--- config.mk ---
export PLATFORM = sky130hd
export DESIGN_NAME = vx_wctl_agg_unit
export DESIGN_NICKNAME = d
export VERILOG_FILES = /design/src/rtl/vx_wctl_agg_unit.sv
export SDC_FILE = /design/constraint.sdc
export NUM_CORES = 1
export LEC_CHECK = 0
export ABC_AREA = 1
export CAP_MARGIN = 20
export CORE_ASPECT_RATIO = 0.6
export CORE_MARGIN = 4
export CORE_UTILIZATION = 49
export DETAILED_ROUTE_END_ITERATION = 10
export PLACE_DENSITY = 0.77
export SLEW_MARGIN = 20
export SYNTH_ARGS = -nofsm -noshare
export SYNTH_HDL_FRONTEND = slang
export SYNTH_SLANG_ARGS = --single-unit
--- constraint.sdc ---
create_clock -name clk_i -period 3.9 [get_ports clk_i]
set_input_delay 0.78 -clock clk_i [delete_from_list [all_inputs] [get_ports clk_i]]
set_output_delay 0.78 -clock clk_i [all_outputs]
set_load 0.01 [all_outputs]
--- src/rtl/vx_wctl_agg_unit.sv ---
// ---------------------------------------------------------------------------
// vx_wctl_agg_unit
//   Warp-control aggregator for SFU wctl ops when a warp arrives as several
//   packets (NUM_LANES < NUM_THREADS). Per-packet branch conditions are merged
//   into full-warp then/else masks, tracked independently per warp. At the
//   last packet the op (TMC/PRED/SPLIT/JOIN) is resolved and the result is
//   queued in a DEPTH-entry in-order FIFO that drains to the warp scheduler.
//
// Handshake: a transfer happens on a port exactly in the cycle where its
//   valid and ready are both high at the rising clock edge. A producer holds
//   its payload stable while valid is high and ready is low; out_* are
//   driven from FIFO storage and so stay stable while stalled.
//
// Ports
//   clk_i, reset_i          clock, synchronous active-high reset
//   in_valid_i/in_ready_o   packet handshake; in_ready_o = FIFO not full
//   in_wid_i, in_pid_i      warp id, packet index within the warp
//   in_sop_i, in_eop_i      first / last packet of the instruction
//   in_op_i                 0 TMC, 1 PRED, 2 SPLIT, 3 JOIN
//   in_neg_i                invert the branch condition
//   in_tmask_i, in_cond_i   active lanes / rs1[0] per lane of this packet
//   in_alt_mask_i, in_pc_i  TMC/PRED mask and PC, used at the last packet
//   out_valid_o/out_ready_i request handshake toward the scheduler
//   out_wid_o, out_op_o     warp id / op of the request
//   out_then_tmask_o        TMC/PRED/JOIN mask, SPLIT first-path mask
//   out_else_tmask_o        SPLIT second-path mask, 0 otherwise
//   out_is_dvg_o            SPLIT with both sides non-empty
//   out_next_pc_o           in_pc+4 for SPLIT, 0 otherwise
//   err_seq_o               one-cycle pulse after a packet-sequence violation
//   dbg_accum_o             per-warp FSM state (1 = ACCUM)
// ---------------------------------------------------------------------------
module vx_wctl_agg_unit #(
   parameter int NUM_WARPS    = 4,
   parameter int NUM_THREADS  = 4,
   parameter int NUM_LANES    = 4,
   parameter int DEPTH        = 2,
   parameter int PC_W         = 32,
   parameter int SPLIT_POLICY = 0,
   localparam int NW_BITS     = (NUM_WARPS > 1) ? $clog2(NUM_WARPS) : 1,
   localparam int NUM_PKTS    = NUM_THREADS / NUM_LANES,
   localparam int PID_W       = (NUM_PKTS > 1) ? $clog2(NUM_PKTS) : 1
) (
   input  logic                   clk_i,
   input  logic                   reset_i,
   input  logic                   in_valid_i,
   output logic                   in_ready_o,
   input  logic [NW_BITS-1:0]     in_wid_i,
   input  logic [PID_W-1:0]       in_pid_i,
   input  logic                   in_sop_i,
   input  logic                   in_eop_i,
   input  logic [1:0]             in_op_i,
   input  logic                   in_neg_i,
   input  logic [NUM_LANES-1:0]   in_tmask_i,
   input  logic [NUM_LANES-1:0]   in_cond_i,
   input  logic [NUM_THREADS-1:0] in_alt_mask_i,
   input  logic [PC_W-1:0]        in_pc_i,
   output logic                   out_valid_o,
   input  logic                   out_ready_i,
   output logic [NW_BITS-1:0]     out_wid_o,
   output logic [1:0]             out_op_o,
   output logic [NUM_THREADS-1:0] out_then_tmask_o,
   output logic [NUM_THREADS-1:0] out_else_tmask_o,
   output logic                   out_is_dvg_o,
   output logic [PC_W-1:0]        out_next_pc_o,
   output logic                   err_seq_o,
   output logic [NUM_WARPS-1:0]   dbg_accum_o
);

   localparam int PTR_W = (DEPTH > 1) ? $clog2(DEPTH) : 1;
   localparam int CNT_W = $clog2(DEPTH + 1);
   localparam int POP_W = $clog2(NUM_THREADS + 1);

   localparam logic [1:0] OP_TMC   = 2'd0;
   localparam logic [1:0] OP_PRED  = 2'd1;
   localparam logic [1:0] OP_SPLIT = 2'd2;
   localparam logic [1:0] OP_JOIN  = 2'd3;

   typedef enum logic {
      W_IDLE  = 1'b0,
      W_ACCUM = 1'b1
   } wstate_e;

   typedef struct packed {
      logic [NW_BITS-1:0]     wid;
      logic [1:0]             op;
      logic [NUM_THREADS-1:0] then_m;
      logic [NUM_THREADS-1:0] else_m;
      logic                   dvg;
      logic [PC_W-1:0]        npc;
   } entry_t;

   function automatic logic [POP_W-1:0] popcnt(input logic [NUM_THREADS-1:0] v);
      logic [POP_W-1:0] c;
      c = '0;
      for (int i = 0; i < NUM_THREADS; i++) begin
         c = c + POP_W'(v[i]);
      end
      return c;
   endfunction

   // Per-warp state and mask tables
   wstate_e                wstate_q [NUM_WARPS];
   wstate_e                wstate_d [NUM_WARPS];
   logic [PID_W-1:0]       last_pid_q [NUM_WARPS];
   logic [NUM_THREADS-1:0] then_q [NUM_WARPS];
   logic [NUM_THREADS-1:0] else_q [NUM_WARPS];

   // Output FIFO
   entry_t                 fifo_mem_q [DEPTH];
   logic [PTR_W-1:0]       wr_ptr_q, wr_ptr_d;
   logic [PTR_W-1:0]       rd_ptr_q, rd_ptr_d;
   logic [CNT_W-1:0]       count_q, count_d;
   logic                   err_seq_q, err_seq_d;

   logic                   accept, pid_ok, tbl_wr, push, pop, viol, fifo_full;
   wstate_e                cur_state;
   logic [NUM_LANES-1:0]   taken, then_p, else_p;
   logic [NUM_THREADS-1:0] m_then, m_else;
   logic                   has_then, has_else;
   entry_t                 push_entry;

   assign fifo_full  = (count_q == CNT_W'(DEPTH));
   assign in_ready_o = !fifo_full;
   assign accept     = in_valid_i && in_ready_o;
   assign pop        = out_valid_o && out_ready_i;

   // ---------------- packet classification and merge ----------------
   always_comb begin
      cur_state = wstate_q[in_wid_i];
      pid_ok    = (in_pid_i > last_pid_q[in_wid_i]);
      taken     = in_cond_i ^ {NUM_LANES{in_neg_i}};
      then_p    = taken & in_tmask_i;
      else_p    = ~taken & in_tmask_i;

      m_then = in_sop_i ? '0 : then_q[in_wid_i];
      m_else = in_sop_i ? '0 : else_q[in_wid_i];
      for (int p = 0; p < NUM_PKTS; p++) begin
         if (int'(in_pid_i) == p) begin
            m_then[p*NUM_LANES +: NUM_LANES] = then_p;
            m_else[p*NUM_LANES +: NUM_LANES] = else_p;
         end
      end

      // A sop always (re)starts accumulation, including the restart-on-violation
      // case where the warp was already in ACCUM.
      tbl_wr = accept && !in_eop_i && (in_sop_i || (cur_state == W_ACCUM && pid_ok));
      push   = accept && in_eop_i &&
               (in_sop_i ? (cur_state == W_IDLE) : (cur_state == W_ACCUM && pid_ok));
      viol   = accept &&
               (in_sop_i ? (cur_state == W_ACCUM) : !(cur_state == W_ACCUM && pid_ok));
   end

   // ---------------- per-warp FSM next state ----------------
   always_comb begin
      for (int w = 0; w < NUM_WARPS; w++) begin
         wstate_d[w] = wstate_q[w];
      end
      if (accept) begin
         wstate_d[in_wid_i] = tbl_wr ? W_ACCUM : W_IDLE;
      end
      for (int w = 0; w < NUM_WARPS; w++) begin
         dbg_accum_o[w] = (wstate_q[w] == W_ACCUM);
      end
   end

   // ---------------- resolve at end of packet ----------------
   always_comb begin
      has_then          = |m_then;
      has_else          = |m_else;
      push_entry        = '0;
      push_entry.wid    = in_wid_i;
      push_entry.op     = in_op_i;
      case (in_op_i)
         OP_TMC:  push_entry.then_m = in_alt_mask_i;
         OP_PRED: push_entry.then_m = has_then ? m_then : in_alt_mask_i;
         OP_JOIN: push_entry.then_m = m_then | m_else;
         OP_SPLIT: begin
            // Fewer-active side runs first so the reconvergence stack stays shallow;
            // a tie keeps the then side first.
            if (SPLIT_POLICY == 0 && popcnt(m_else) < popcnt(m_then)) begin
               push_entry.then_m = m_else;
               push_entry.else_m = m_then;
            end else begin
               push_entry.then_m = m_then;
               push_entry.else_m = m_else;
            end
            push_entry.dvg = has_then && has_else;
            push_entry.npc = in_pc_i + PC_W'(4);
         end
         default: push_entry.then_m = '0;
      endcase
   end

   // ---------------- FIFO control ----------------
   always_comb begin
      wr_ptr_d  = wr_ptr_q;
      rd_ptr_d  = rd_ptr_q;
      count_d   = count_q;
      err_seq_d = viol;
      if (push) begin
         wr_ptr_d = (wr_ptr_q == PTR_W'(DEPTH - 1)) ? '0 : wr_ptr_q + PTR_W'(1);
      end
      if (pop) begin
         rd_ptr_d = (rd_ptr_q == PTR_W'(DEPTH - 1)) ? '0 : rd_ptr_q + PTR_W'(1);
      end
      case ({push, pop})
         2'b10:   count_d = count_q + CNT_W'(1);
         2'b01:   count_d = count_q - CNT_W'(1);
         default: count_d = count_q;
      endcase
   end

   // ---------------- state registers ----------------
   always_ff @(posedge clk_i) begin
      if (reset_i) begin
         for (int w = 0; w < NUM_WARPS; w++) begin
            wstate_q[w] <= W_IDLE;
         end
         wr_ptr_q  <= '0;
         rd_ptr_q  <= '0;
         count_q   <= '0;
         err_seq_q <= 1'b0;
      end else begin
         wstate_q  <= wstate_d;
         wr_ptr_q  <= wr_ptr_d;
         rd_ptr_q  <= rd_ptr_d;
         count_q   <= count_d;
         err_seq_q <= err_seq_d;
      end
   end

   // Table and FIFO storage carry no reset; they are only read once validated
   // by the FSM state or the FIFO count.
   always_ff @(posedge clk_i) begin
      if (tbl_wr) begin
         then_q[in_wid_i]     <= m_then;
         else_q[in_wid_i]     <= m_else;
         last_pid_q[in_wid_i] <= in_pid_i;
      end
      if (push) begin
         fifo_mem_q[wr_ptr_q] <= push_entry;
      end
   end

   // ---------------- outputs ----------------
   assign out_valid_o      = (count_q != '0);
   assign out_wid_o        = fifo_mem_q[rd_ptr_q].wid;
   assign out_op_o         = fifo_mem_q[rd_ptr_q].op;
   assign out_then_tmask_o = fifo_mem_q[rd_ptr_q].then_m;
   assign out_else_tmask_o = fifo_mem_q[rd_ptr_q].else_m;
   assign out_is_dvg_o     = fifo_mem_q[rd_ptr_q].dvg;
   assign out_next_pc_o    = fifo_mem_q[rd_ptr_q].npc;
   assign err_seq_o        = err_seq_q;

endmodule

==> impl_metrics.csv <==
group,metric,value,unit
layout,final_util,66.5,%
layout,n_fill_cell,1043,
clock_tree,clock_latency,0.41,ns
layout,layout.nets,888,
run,maxCapViolations,0,
layout,syn2layout_area_growth,31.8,%
worst_setup_path,rrSetupSlack,0.81,ns
global_routing,grt_pass1_vias,5220,
routing,remaining_drc_errors,0,
synthesis,synth-edff-count,126,
clock_tree,ctsRootBufferMaster,"clkbuf_16",
routing,dr.first_iter.drc_count,460,
clock_tree,clock-sinks,136,
die,die-area,16200,µm²
die,row_count,33,
synthesis,ys_warn_count,0,
sta,timing.hold.ws,0.465,ns
sta,finalSetupViolCount,0,
worst_setup_path,reg2reg_from,"then_q[3][3]",
sta,rsz0062_at_grt,"false",
sta,worst_slew_pin_slew,0.702,ns
synthesis,ys_seq_area_share,57.4,%
global_routing,antenna_found_initial,0,
synthesis,synthArstFlopShare,0,%
routing,via_count,5396,
place,dp_hpwl,13.0,mm
synthesis,syn_nets,737,
synthesis,synthTopCellsByCount,"nand2_1 (160), edfxtp_1 (126), inv_1 (67)",
routing,totalWireLength,18.0,mm
layout,regArea,3990,µm²
synthesis,synth_area,6940,µm²
synthesis,synth_seq_cells,136,
sta,finalWorstSetupSlack,0.174,ns
synthesis,synth_flop_cell,"edfxtp_1",
layout,diodes,0,
clock_tree,numCtsBuffers,17,
worst_setup_path,reg2reg_to,"fifo_mem_q[1][37]",
sta,clock_skew,0.0131,ns
clock_tree,cts_tree,"yes",
synthesis,yosysMostFrequentCell,"nand2_1",
worst_setup_path,crit_type,"input pin to flop",
global_routing,grt_max_degree,46,
sta,period_needed,3.73,ns
synthesis,synth_cells,669,
sta,final.period_utilization,95.5,%
worst_setup_path,critPathLaunch,"in_neg_i",
synthesis,yosysTopAreaCell,"edfxtp_1",
power,irDropWorstVdd,294,µV
die,core,13700,µm²
clock_tree,clk_pin_slew,0.06,ns
clock_tree,cts_buffer_depth,2,
die,die_w,162,µm
worst_setup_path,reg2regPathDepth,19,
global_routing,grt_overflow_total,0,
worst_setup_path,path_common_cell,"nand3_1",
die,start_util,50.4,%
worst_setup_path,crit_path_start_kind,"input pin",
sta,max_freq,0.268,GHz
global_routing,grt_pass1_wl,28.1,mm
global_routing,track_usage,22.6,%
routing,wl_per_cell,17.5,µm
synthesis,synth_cell_types,43,
worst_setup_path,worst_path_max_delay_cell,"clkdlybuf4s50_1",
sta,fin_tns_setup,0,ns
worst_setup_path,critical_path.max_fanout,16,
power,p_per_area,427,nW/µm²
worst_setup_path,arrival,3.87,ns
synthesis,syn_avg_cell_area,10.4,µm²
power,power_leakage,0.00364,µW
routing,via_per_inst,5.26,
min_path,hold_path.class,"flop to flop",
worst_setup_path,endpoint_kind,"flop",
place,port_buffers,107,
layout,multi_input_area,2580,µm²
worst_setup_path,worstPathRequired,4.05,ns
sta,max_slew_margin,53.2,%
sta,hold_viol_final,0,
worst_setup_path,cpPeakStageDelay,0.57,ns
min_path,worstHoldStart,"rd_ptr_q",
worst_setup_path,critical_path.endpoint,"fifo_mem_q[1][37]",
clock_tree,htree_levels,4,
layout,fin_cells,1025,
worst_setup_path,path_cells,"clkdlybuf4s50_1 -> xor2_1 -> nand3_1 -> nand2_1 -> fa_1 -> ha_1 -> ha_1 -> inv_1 -> ha_1 -> nand3_1 -> nand3_1 -> buf_12 -> nand3_1 -> nand2_1 -> nor2_1 -> nor2_1 -> nand3_1",
routing,ant_nets,0,
sta,finalMaxSlewViolations,0,
place,place_ws,-0.356,ns
layout,drive_above_1_share,20.3,%
die,die-height,100,µm
routing,drt_pass1_iterations,5,
place,dp_cells,991,
outcome,run_status,"complete, no violations",
synthesis,synth_top_area_share,54.6,%
synthesis,yosys-top-cells-area,"edfxtp_1 (55%), nand2_1 (8.7%), mux2_2 (7.3%)",
place,gp_congestion,0.922,
die,pin_count,108,
flip-flops by register name, indices dropped and copies added (netlist names), named ones only:
name	flops
fifo_mem_q	90
else_q	16
then_q	16
dbg_accum_o	4
last_pid_q	4
count_q	2
err_seq_o	1
rd_ptr_q	1
wr_ptr_q	1
metrics by stage:
step                instance area, µm²  total power (µW)
global placement                  8510              2300
floorplan                         6940              2010
global route                      9140              4070
finish                            9140              3910
CTS                               9100              3920
detailed placement                8510              2310
logic make-up after synthesis:
kind of cell,count (synthesis),synth area share (%)
AND/OR/NAND/NOR,326,22.1
flip-flops,136,57.4
buffers and inverters,87,5.47
AO/OA/AOI/OAI,55,4.28
multiplexers,45,7.31
adder cells (fa/ha/maj),12,2.38
XOR/XNOR,8,1.01
power by group:
group	switching [µW]	internal [µW]
registers	18.6	1640
logic	330	308
clock network	658	955
total	1010	2900
worst min path at each step:
stage / end / cells after the start
2_1_floorplan: flop / 1
3_3_place_gp: flop / 1
3_5_place_dp: flop / 1
4_1_cts: flop / 1
5_1_grt: flop / 1
6_report: flop / 1
timing repair:
item,4_1_cts,5_1_grt
setup buffers,0,1
resized for setup,0,4
hold buffers,0,0
setup endpoints to repair,0,10
layout make-up:
class / instances / area share (%)
multi-input combinational: 446 / 28.3
timing repair buffer: 146 / 16.0
clock buffer: 17 / 4.65
tap: 192 / 2.63
clock inverter: 15 / 1.79
sequential: 136 / 43.6
inverter: 73 / 3.08
cell usage in the layout (no fill, tap or decap), types with 11 or more instances in the layout:
| master | count |
|---|---|
| nand2_2 | 20 |
| nand3_1 | 31 |
| clkbuf_16 | 18 |
| mux2_2 | 45 |
| nor2_1 | 58 |
| o21ai_0 | 21 |
| nand2_1 | 160 |
| buf_4 | 32 |
| edfxtp_1 | 126 |
| clkdlybuf4s50_1 | 105 |
| a21oi_1 | 23 |
| nor3_1 | 14 |
| nand4_1 | 11 |
| inv_1 | 66 |
critical path: cells and delay by family:
family | cells | cell delay, ns
XOR/XNOR | 1 | 0.19
AND/OR/NAND/NOR | 9 | 0.97
buffers and inverters | 3 | 0.76
adder cells (fa/ha/maj) | 4 | 1.17
metal layers:
layer	share of wire, %	global-route usage, %
met5	0	0
met4	1.1	4.59
met3	10	8.54
met2	42	32.0
met1	47	33.4
Power figures use the tool's default switching activity.
